`src/rtl/eic_pkg.sv`:
```
// Shared definitions for the EIC interrupt sequencer: register map,
// sequencer state encoding and the "no interrupt" code.
package eic_pkg;

  // EIC register file addresses
  localparam logic [3:0] EICR    = 4'd0;
  localparam logic [3:0] EIMSK_0 = 4'd1;
  localparam logic [3:0] EIMSK_1 = 4'd2;
  localparam logic [3:0] EIFR_0  = 4'd3;
  localparam logic [3:0] EIFR_1  = 4'd4;
  localparam logic [3:0] EIFRS_0 = 4'd5;
  localparam logic [3:0] EIFRS_1 = 4'd6;
  localparam logic [3:0] EIFRC_0 = 4'd7;
  localparam logic [3:0] EIFRC_1 = 4'd8;

  // EIC_Interrupt value meaning "nothing presented"
  localparam logic [7:0] EIC_NONE = 8'd0;

  typedef enum logic [1:0] {
    ST_IDLE    = 2'd0,
    ST_PRESENT = 2'd1,
    ST_CLEAR   = 2'd2,
    ST_SETTLE  = 2'd3
  } eic_state_e;

endpackage

```
`src/rtl/eic_level_stack.sv`:
```
// Stack of in-service interrupt levels (number+1). A pop on an empty stack
// is ignored; a pop and push in the same cycle replace the top entry.
module eic_level_stack #(
  parameter int NEST_DEPTH = 4,
  parameter int LW         = 7
) (
  input  logic          clk,
  input  logic          rst_n,
  input  logic          push,
  input  logic          pop,
  input  logic [LW-1:0] push_level,
  output logic [LW-1:0] top_level,
  output logic          full,
  output logic          empty
);

  localparam int CW = $clog2(NEST_DEPTH + 1);

  logic [LW-1:0] r_stack [NEST_DEPTH];
  logic [CW-1:0] r_count;
  logic          w_do_pop;
  logic          w_do_push;
  logic [CW-1:0] w_wr_idx;

  assign empty     = (r_count == '0);
  assign full      = (r_count == CW'(NEST_DEPTH));
  assign w_do_pop  = pop && !empty;
  // A push into a full stack is only possible when a pop frees the top slot
  assign w_do_push = push && (!full || w_do_pop);
  assign w_wr_idx  = w_do_pop ? (r_count - CW'(1)) : r_count;

  // Select the top entry; reads as 0 when the stack is empty
  always_comb begin
    top_level = '0;
    for (int i = 0; i < NEST_DEPTH; i++) begin
      if (r_count == CW'(i + 1)) top_level = r_stack[i];
    end
  end

  // Entry count: push and pop together leave the depth unchanged
  always_ff @(posedge clk) begin
    if (!rst_n) begin
      r_count <= '0;
    end else if (w_do_push && !w_do_pop) begin
      r_count <= r_count + CW'(1);
    end else if (w_do_pop && !w_do_push) begin
      r_count <= r_count - CW'(1);
    end
  end

  // Entry storage; contents beyond r_count are don't-care
  always_ff @(posedge clk) begin
    for (int i = 0; i < NEST_DEPTH; i++) begin
      if (w_do_push && (w_wr_idx == CW'(i))) r_stack[i] <= push_level;
    end
  end

endmodule

```
`src/rtl/eic_irq_sequencer.sv`:
```
// Presents the highest eligible EIC interrupt to the CPU, tracks nested
// in-service levels, and clears the taken EIFR flag after acknowledge.
module eic_irq_sequencer
  import eic_pkg::*;
#(
  parameter int NEST_DEPTH = 4,
  parameter int IRQ_WIDTH  = 6
) (
  input  logic                 CLK,
  input  logic                 RESETn,
  input  logic                 irq_detected,
  input  logic [IRQ_WIDTH-1:0] irq_number,
  input  logic                 int_ack,
  input  logic                 eoi,
  output logic [7:0]           EIC_Interrupt,
  output logic [5:0]           EIC_Vector,
  input  logic [3:0]           bus_write_addr,
  input  logic [31:0]          bus_write_data,
  input  logic                 bus_write_enable,
  output logic                 bus_write_ready,
  output logic [3:0]           write_addr,
  output logic [31:0]          write_data,
  output logic                 write_enable,
  output logic [IRQ_WIDTH:0]   in_service_level,
  output logic                 eoi_error,
  output eic_state_e           dbg_state
);

  localparam int LW = IRQ_WIDTH + 1;

  eic_state_e           r_state;
  logic [7:0]           r_present;
  logic [IRQ_WIDTH-1:0] r_n;
  logic                 r_eoi_error;

  logic [LW-1:0] w_irq_level;
  logic          w_eligible;
  logic          w_push;
  logic          w_full;
  logic          w_empty;
  logic          w_clr_hi;

  assign w_irq_level = {1'b0, irq_number} + LW'(1);
  assign w_eligible  = irq_detected && (w_irq_level > in_service_level) && !w_full;
  assign w_push      = (r_state == ST_PRESENT) && int_ack;
  assign w_clr_hi    = (32'(r_n) >= 32'd32);

  eic_level_stack #(
    .NEST_DEPTH(NEST_DEPTH),
    .LW        (LW)
  ) u_stack (
    .clk       (CLK),
    .rst_n     (RESETn),
    .push      (w_push),
    .pop       (eoi),
    .push_level(r_present[LW-1:0]),
    .top_level (in_service_level),
    .full      (w_full),
    .empty     (w_empty)
  );

  // Sequencer FSM with registered presentation, latched ack number and eoi error
  always_ff @(posedge CLK) begin
    if (!RESETn) begin
      r_state     <= ST_IDLE;
      r_present   <= EIC_NONE;
      r_n         <= '0;
      r_eoi_error <= 1'b0;
    end else begin
      r_eoi_error <= eoi && w_empty;
      case (r_state)
        ST_IDLE: begin
          if (w_eligible) begin
            r_state   <= ST_PRESENT;
            r_present <= 8'(w_irq_level);
          end else begin
            r_present <= EIC_NONE;
          end
        end
        ST_PRESENT: begin
          if (int_ack) begin
            r_n       <= IRQ_WIDTH'(r_present - 8'd1);
            r_state   <= ST_CLEAR;
            r_present <= EIC_NONE;
          end else if (w_eligible) begin
            r_present <= 8'(w_irq_level);
          end else begin
            r_state   <= ST_IDLE;
            r_present <= EIC_NONE;
          end
        end
        ST_CLEAR: begin
          r_state   <= ST_SETTLE;
          r_present <= EIC_NONE;
        end
        default: begin
          // SETTLE: give the priority encoder a cycle to see the cleared flag
          r_state   <= ST_IDLE;
          r_present <= EIC_NONE;
        end
      endcase
    end
  end

  // Register write port. Bus handshake: a write transfers in any cycle where
  // bus_write_enable and bus_write_ready are both 1; the requester keeps
  // addr/data/enable stable until then. The clear write owns the port in CLEAR.
  always_comb begin
    write_addr      = bus_write_addr;
    write_data      = bus_write_data;
    write_enable    = bus_write_enable;
    bus_write_ready = 1'b1;
    if (r_state == ST_CLEAR) begin
      write_enable    = 1'b1;
      bus_write_ready = 1'b0;
      write_addr      = w_clr_hi ? EIFRC_1 : EIFRC_0;
      write_data      = 32'd1 << r_n[4:0];
    end
  end

  assign EIC_Interrupt = r_present;
  assign EIC_Vector    = r_present[5:0];
  assign eoi_error     = r_eoi_error;
  assign dbg_state     = r_state;

endmodule

```
`config.mk`:
```
export PLATFORM = sky130hd
export DESIGN_NAME = eic_irq_sequencer
export DESIGN_NICKNAME = d
export VERILOG_FILES = /design/src/rtl/eic_pkg.sv /design/src/rtl/eic_level_stack.sv /design/src/rtl/eic_irq_sequencer.sv
export SDC_FILE = /design/constraint.sdc
export NUM_CORES = 1
export LEC_CHECK = 0
export BUFFER_PORTS_ARGS = -buffer_cell sky130_fd_sc_hd__buf_2
export CAP_MARGIN = 20
export CORE_MARGIN = 1
export CORE_UTILIZATION = 53
export DETAILED_ROUTE_END_ITERATION = 6
export PLACE_DENSITY = 0.86
export SYNTH_ARGS = -nofsm -noshare
export SYNTH_HDL_FRONTEND = slang
export SYNTH_SLANG_ARGS = --single-unit
```
`constraint.sdc`:
```
create_clock -name CLK -period 7.2 [get_ports CLK]
set_input_delay 0.36 -clock CLK [delete_from_list [all_inputs] [get_ports CLK]]
set_output_delay 0.36 -clock CLK [all_outputs]
set_load 0.01 [all_outputs]
```
# == After elaboration in Yosys (flattened, before gate mapping) ==
# Memory sizes are Yosys's and may differ from the RTL's.
# Index checks and enable logic that the tools add are counted.
# word_totals
regBits,20
latch_bits,0
ramBits,28
romBits,0
out_inout_bits,62
wordCells,86
n_memories,1
# mem_list
name,depth,word_bits,rd,rd_clocked_by_memory_dff,wr,line_no,source
u_stack.r_stack,4,7,4,0,1,eic_level_stack.sv:19,logic [LW-1:0] r_stack [NEST_DEPTH];
# classes
n_addsub,4
n_mul,0
div,0
order_cmp,2
n_eq_ne,11
shift,1
n_mux,36
n_bitwise,0
reduce_logical,26
# op_table
op,count
$mux 7,8
$mux 32,1
$shl 1x5->32 const A,1
$reduce_or 7->1,3
$pmux 8 s2,1
$mux 1,13
$eq 3x2->1 const B,4
$logic_and 1x1->1,12
$mux 2,6
$mux 3,3
$mux 4,2
$mux 8,1
$add 6x1->7 const B,1
$gt 7x7->1,1
$eq 3x1->1 const B,2
$ge 6x6->1 const B,1
$logic_not 3->1,2
$pmux 2 s3,1
$sub 6x1->6 const B,1
$logic_not 1->1,4
$reduce_and 2->1,2
$add 3x1->3 const B,1
$eq 3x3->1 const B,1
$ne 3x3->1 const B,1
7 further kinds,7

# == Depth between registers and ports, before layout ==
# logic_depth
word_depth,12
ltp_mapped,13

# == Cells and area by module ==
# From an unflattened synthesis, not the netlist that was laid out.
# hier_totals
cells_unflattened,288
area_unflattened_um2,2877.8
# modules_own_cells
module,n_inst,cells_each,area_per_inst_um2,seq_area_each_um2
eic_irq_sequencer,1,182,1463.9,320.3
eic_level_stack,1,106,1413.9,900.9

# == Least setup slack after synthesis ==
# No wires, ideal clock.
# synth_timing
kind,flip-flop to flip-flop
startpoint,register u_stack.r_count[0]
endpoint,"register r_present[2], in the netlist EIC_Interrupt[2]"
setup_ns,0.135
t_arrival_ns,2.533
setup_slack_ns,4.532
path_stages_with_launch,14
n_path_buf,2
synth_period_minus_slack_ns,2.668
cell_sequence,dfxtp_1 > inv_1 > ha_1 > buf_2 > nor2b_1 > clkbuf_1 > a221oi_1 > nor3_1 > a221oi_1 > ha_1 > a21oi_1 > o21ai_0 > o2111ai_1 > nor2b_1
# synth_via
elab_chain_len,11
word_cells_on_any_way,15
classes_between,order compare (1); eq/ne (4); mux (7); reduce/logical (3)
# synth_lines
item,line_no,source
start: declaration,eic_level_stack.sv:20,logic [CW-1:0] r_count;
start signal: assignment,eic_level_stack.sv:45,r_count <= r_count + CW'(1);
start signal: assignment,eic_level_stack.sv:47,r_count <= r_count - CW'(1);
$eq 3x1->1,eic_level_stack.sv:36,if (r_count == CW'(i + 1)) top_level = r_stack[i];
$mux 7 (4 in a row),eic_level_stack.sv:36,
$gt 7x7->1,eic_irq_sequencer.sv:44,assign w_eligible = irq_detected && (w_irq_level > in_service_level) && !w_full;
$logic_and 1x1->1,eic_irq_sequencer.sv:44,
$logic_and 1x1->1 (*),eic_irq_sequencer.sv:44,
$mux 7 (*),"eic_irq_sequencer.sv:73, eic_irq_sequencer.sv:85",
$mux 8,eic_irq_sequencer.sv:81,if (int_ack) begin
$pmux 8 s2 (*),eic_irq_sequencer.sv:71,case (r_state)
end signal: assignment,eic_irq_sequencer.sv:75,r_present <= 8'(w_irq_level);
end signal: assignment,eic_irq_sequencer.sv:86,r_present <= 8'(w_irq_level);
end: declaration,eic_irq_sequencer.sv:32,logic [7:0] r_present;
# Mark *: on every way between the ends. The rest lies on a longest branch, timed or not.
# A chain may end at the register's enable or synchronous reset.

# == Worst setup path after layout ==
# layout_timing
startpoint,register u_stack.r_count[2]
endpoint,"register r_present[5], in the netlist EIC_Interrupt[5]"
# The elaborated chain is that of the path after synthesis.

==> metrics.cfg <==
[yosys]
synth-seq-cells = 47
synth_top_area_frac = 0.298
yosys_warnings = 0
synth_nets = 376
ys.flop_type = edfxtp_1
synthesis.area_um2 = 2830
synth-async-reset-ratio = 0
synthTopCellsByCount = nand2_1, edfxtp_1, o21ai_1
synth_most_common_cell = nand2_1
ys_types = 42
synth_area_leader_cell = edfxtp_1
synth_seq_area_share = 0.432
ys_top_cells_by_area = edfxtp_1, dfxtp_1, ha_1, nand2_1, o21ai_1
synth_area_per_cell_um2 = 9.06
synthCells = 312
synth_edf_count = 28

[pwr]
p_seq_frac = 0.368
p_per_area_nw_per_um2 = 299
p_int_uw = 602
p_sw_uw = 418
ir_drop_mv = 0.169
combPwrFrac = 0.479
clkPwrFrac = 0.153
swShare = 0.410
p_leak_uw = 0.00154

[routing]
drt_iter0_markers = 300
ant_nets = 0
wl_per_cell_um = 15.2
drc = 0
viasPerCell = 5.75
drt_first_pass_iters = 5
vias = 2722
finalWirelength_mm = 7.18

[placed_design]
port_buffers = 108
post-dp-hpwl_mm = 5.46
gp_congestion = 0.871
dp_slack_ns = 3.87

[timing]
worst_slack_ns = 3.79
relSlewSlack = 0.310
tightest_slew_ns = 1.03
skew_ns = 0.00835
slew_viol_final = 0
setup_viol = 0
tns_ns = 0
final_hold_viol_count = 0
rsz0062_at_grt = false
layout_worst_path_cycle_share = 0.474
period_minus_slack_ns = 3.41
fmax_mhz = 293

[setup_path]
path_class = reg -> reg
crit_arrival_ns = 3.59
r2r-start = u_stack.r_count[2]$_SDFFE_PN0P_
crit_fanout = 16
start_kind = flop
cp-startpoint = u_stack.r_count[2]$_SDFFE_PN0P_
required_ns = 7.38
end_kind = flop

[final_layout]
area_growth_pct = 20.7
drive_gt1_frac = 0.298
final_nets = 466
n_antenna_cell = 0
fillers = 414

[min_path]
hp-class = in -> reg
hp-start = irq_number[0]

[floorplan]
io_pins = 110
fp.dieH_um = 75.0
std_cell_rows = 26
initial_core_util = 0.553
die_w_um = 75.0
die_area_um2 = 5630
core_um2 = 5110

[grt]
grt_max_degree = 43
first_global_vias = 2111
grt.overflow.total = 0
grt_use_total = 0.249
antenna_found_initial = 0
grt_pass1_wl_mm = 10.4

[clock_network]
clock_latency_ns = 0.30
cts.clk_slew.worst_paths_ns = 0.09
cts_made_buffers = 5
cts-root-buf = clkbuf_8
clock-sinks = 47
cts_max_path_buffers = 2
cts_tree = built
hold_buffers = 0
post_cts_buffers = 0
cts_resized = 0
htree_levels = 2

[run]
maxCapViolations = 0

[run_status]
outcome = finished, final reports clean

[area by class of cell]
cell class	count	area, µm²	share of cell area
Clock buffer	5	68.8	0.0202
Tap cell	70	87.6	0.0257
Clock inverter	3	17.5	0.00514
Inverter	10	37.5	0.0110
Timing Repair Buffer	109	548	0.161
Sequential cell	47	1220	0.358
Multi-Input combinational cell	229	1430	0.419
[power by group through the flow]
stage          clock (µW)  sequential (µW)  combinational, µW
6_report              156              375                488
3_5_place_dp            0              380                478
3_3_place_gp            0              378                459
4_1_cts               157              374                484
2_1_floorplan           0              364                348
5_1_grt               168              381                542
[path summary, 6_finish.rpt]
path / end / cells past startpoint / slack, ns
min: EIC_Interrupt[0]$_SDFF_PN0_ / 2 / 0.29
min reg2reg: r_n[0]$_SDFFE_PN0P_ / 2 / 0.54
max: EIC_Interrupt[5]$_SDFF_PN0_ / 9 / 3.79
max reg2reg: EIC_Interrupt[5]$_SDFF_PN0_ / 9 / 3.79
[sequential cells by signal, indices dropped and copies added, names as in the netlist]
name	count
u_stack.r_stack	28
EIC_Interrupt	7
r_n	6
u_stack.r_count	3
dbg_state	2
eoi_error	1
[cells by family (layout without fill, tap and decap cells)]
group / count (synthesis) / count (layout) / share of synthesized area
AOI/OAI and AO/OA: 80 / 80 / 0.186
muxes: 3 / 3 / 0.0115
DFF: 47 / 47 / 0.432
and+or+nand+nor: 119 / 119 / 0.206
other: 1 / 1 / 0.00133
adders and majority gates: 16 / 16 / 0.0709
buffers and inverters: 36 / 127 / 0.0616
xor gates and xnor gates: 10 / 10 / 0.0310
[stage by stage]
step	total power (µW)	util	hold slack, ns	instances	area [µm²]
6_report	1020	0.668	0.287	473	3410
5_1_grt	1090	0.668	0.297	473	3410
4_1_cts	1010	0.668	0.285	473	3410
3_5_place_dp	858	0.651	0.527	465	3320
3_3_place_gp	837	0.651	0.522	465	3320
2_1_floorplan	712	-	0.432	312	2830
[critical path: stages (launching register included)]
cell and delay, ns:
dfxtp_1 0.46, inv_1 0.18, ha_1 0.44, nor2b_1 0.72
a221oi_1 0.23, ha_1 0.36, a21oi_1 0.19, o21ai_0 0.16
o2111ai_1 0.47, nor2b_1 0.10
[cells in the final DEF, fill, tap and decap left out, drive strengths merged, types with 2 or more instances in the layout]
cell type	instances
o211ai	2
xnor2	6
nor2	23
inv	11
or3b	3
nor3b	2
a211oi	6
a21oi	7
edfxtp	28
clkinv	2
nor3	13
buf	109
dfxtp	19
nand3	6
o21ai	40
nand3b	4
a221oi	13
ha	16
a221o	7
clkbuf	5
and3	3
or3	2
mux2	2
nand2b	2
nor2b	15
nand2	41
xor2	4
[routing by layer]
metal / wire [µm] / vias up / track usage
met2: 3440 / 135 / 0.367
met5: 0 / - / 0
met1: 3280 / 1274 / 0.376
li1: - / 1305 / -
met4: 105 / 0 / 0.0839
met3: 359 / 8 / 0.0361
Note: power is estimated with default switching activity, not from simulation.
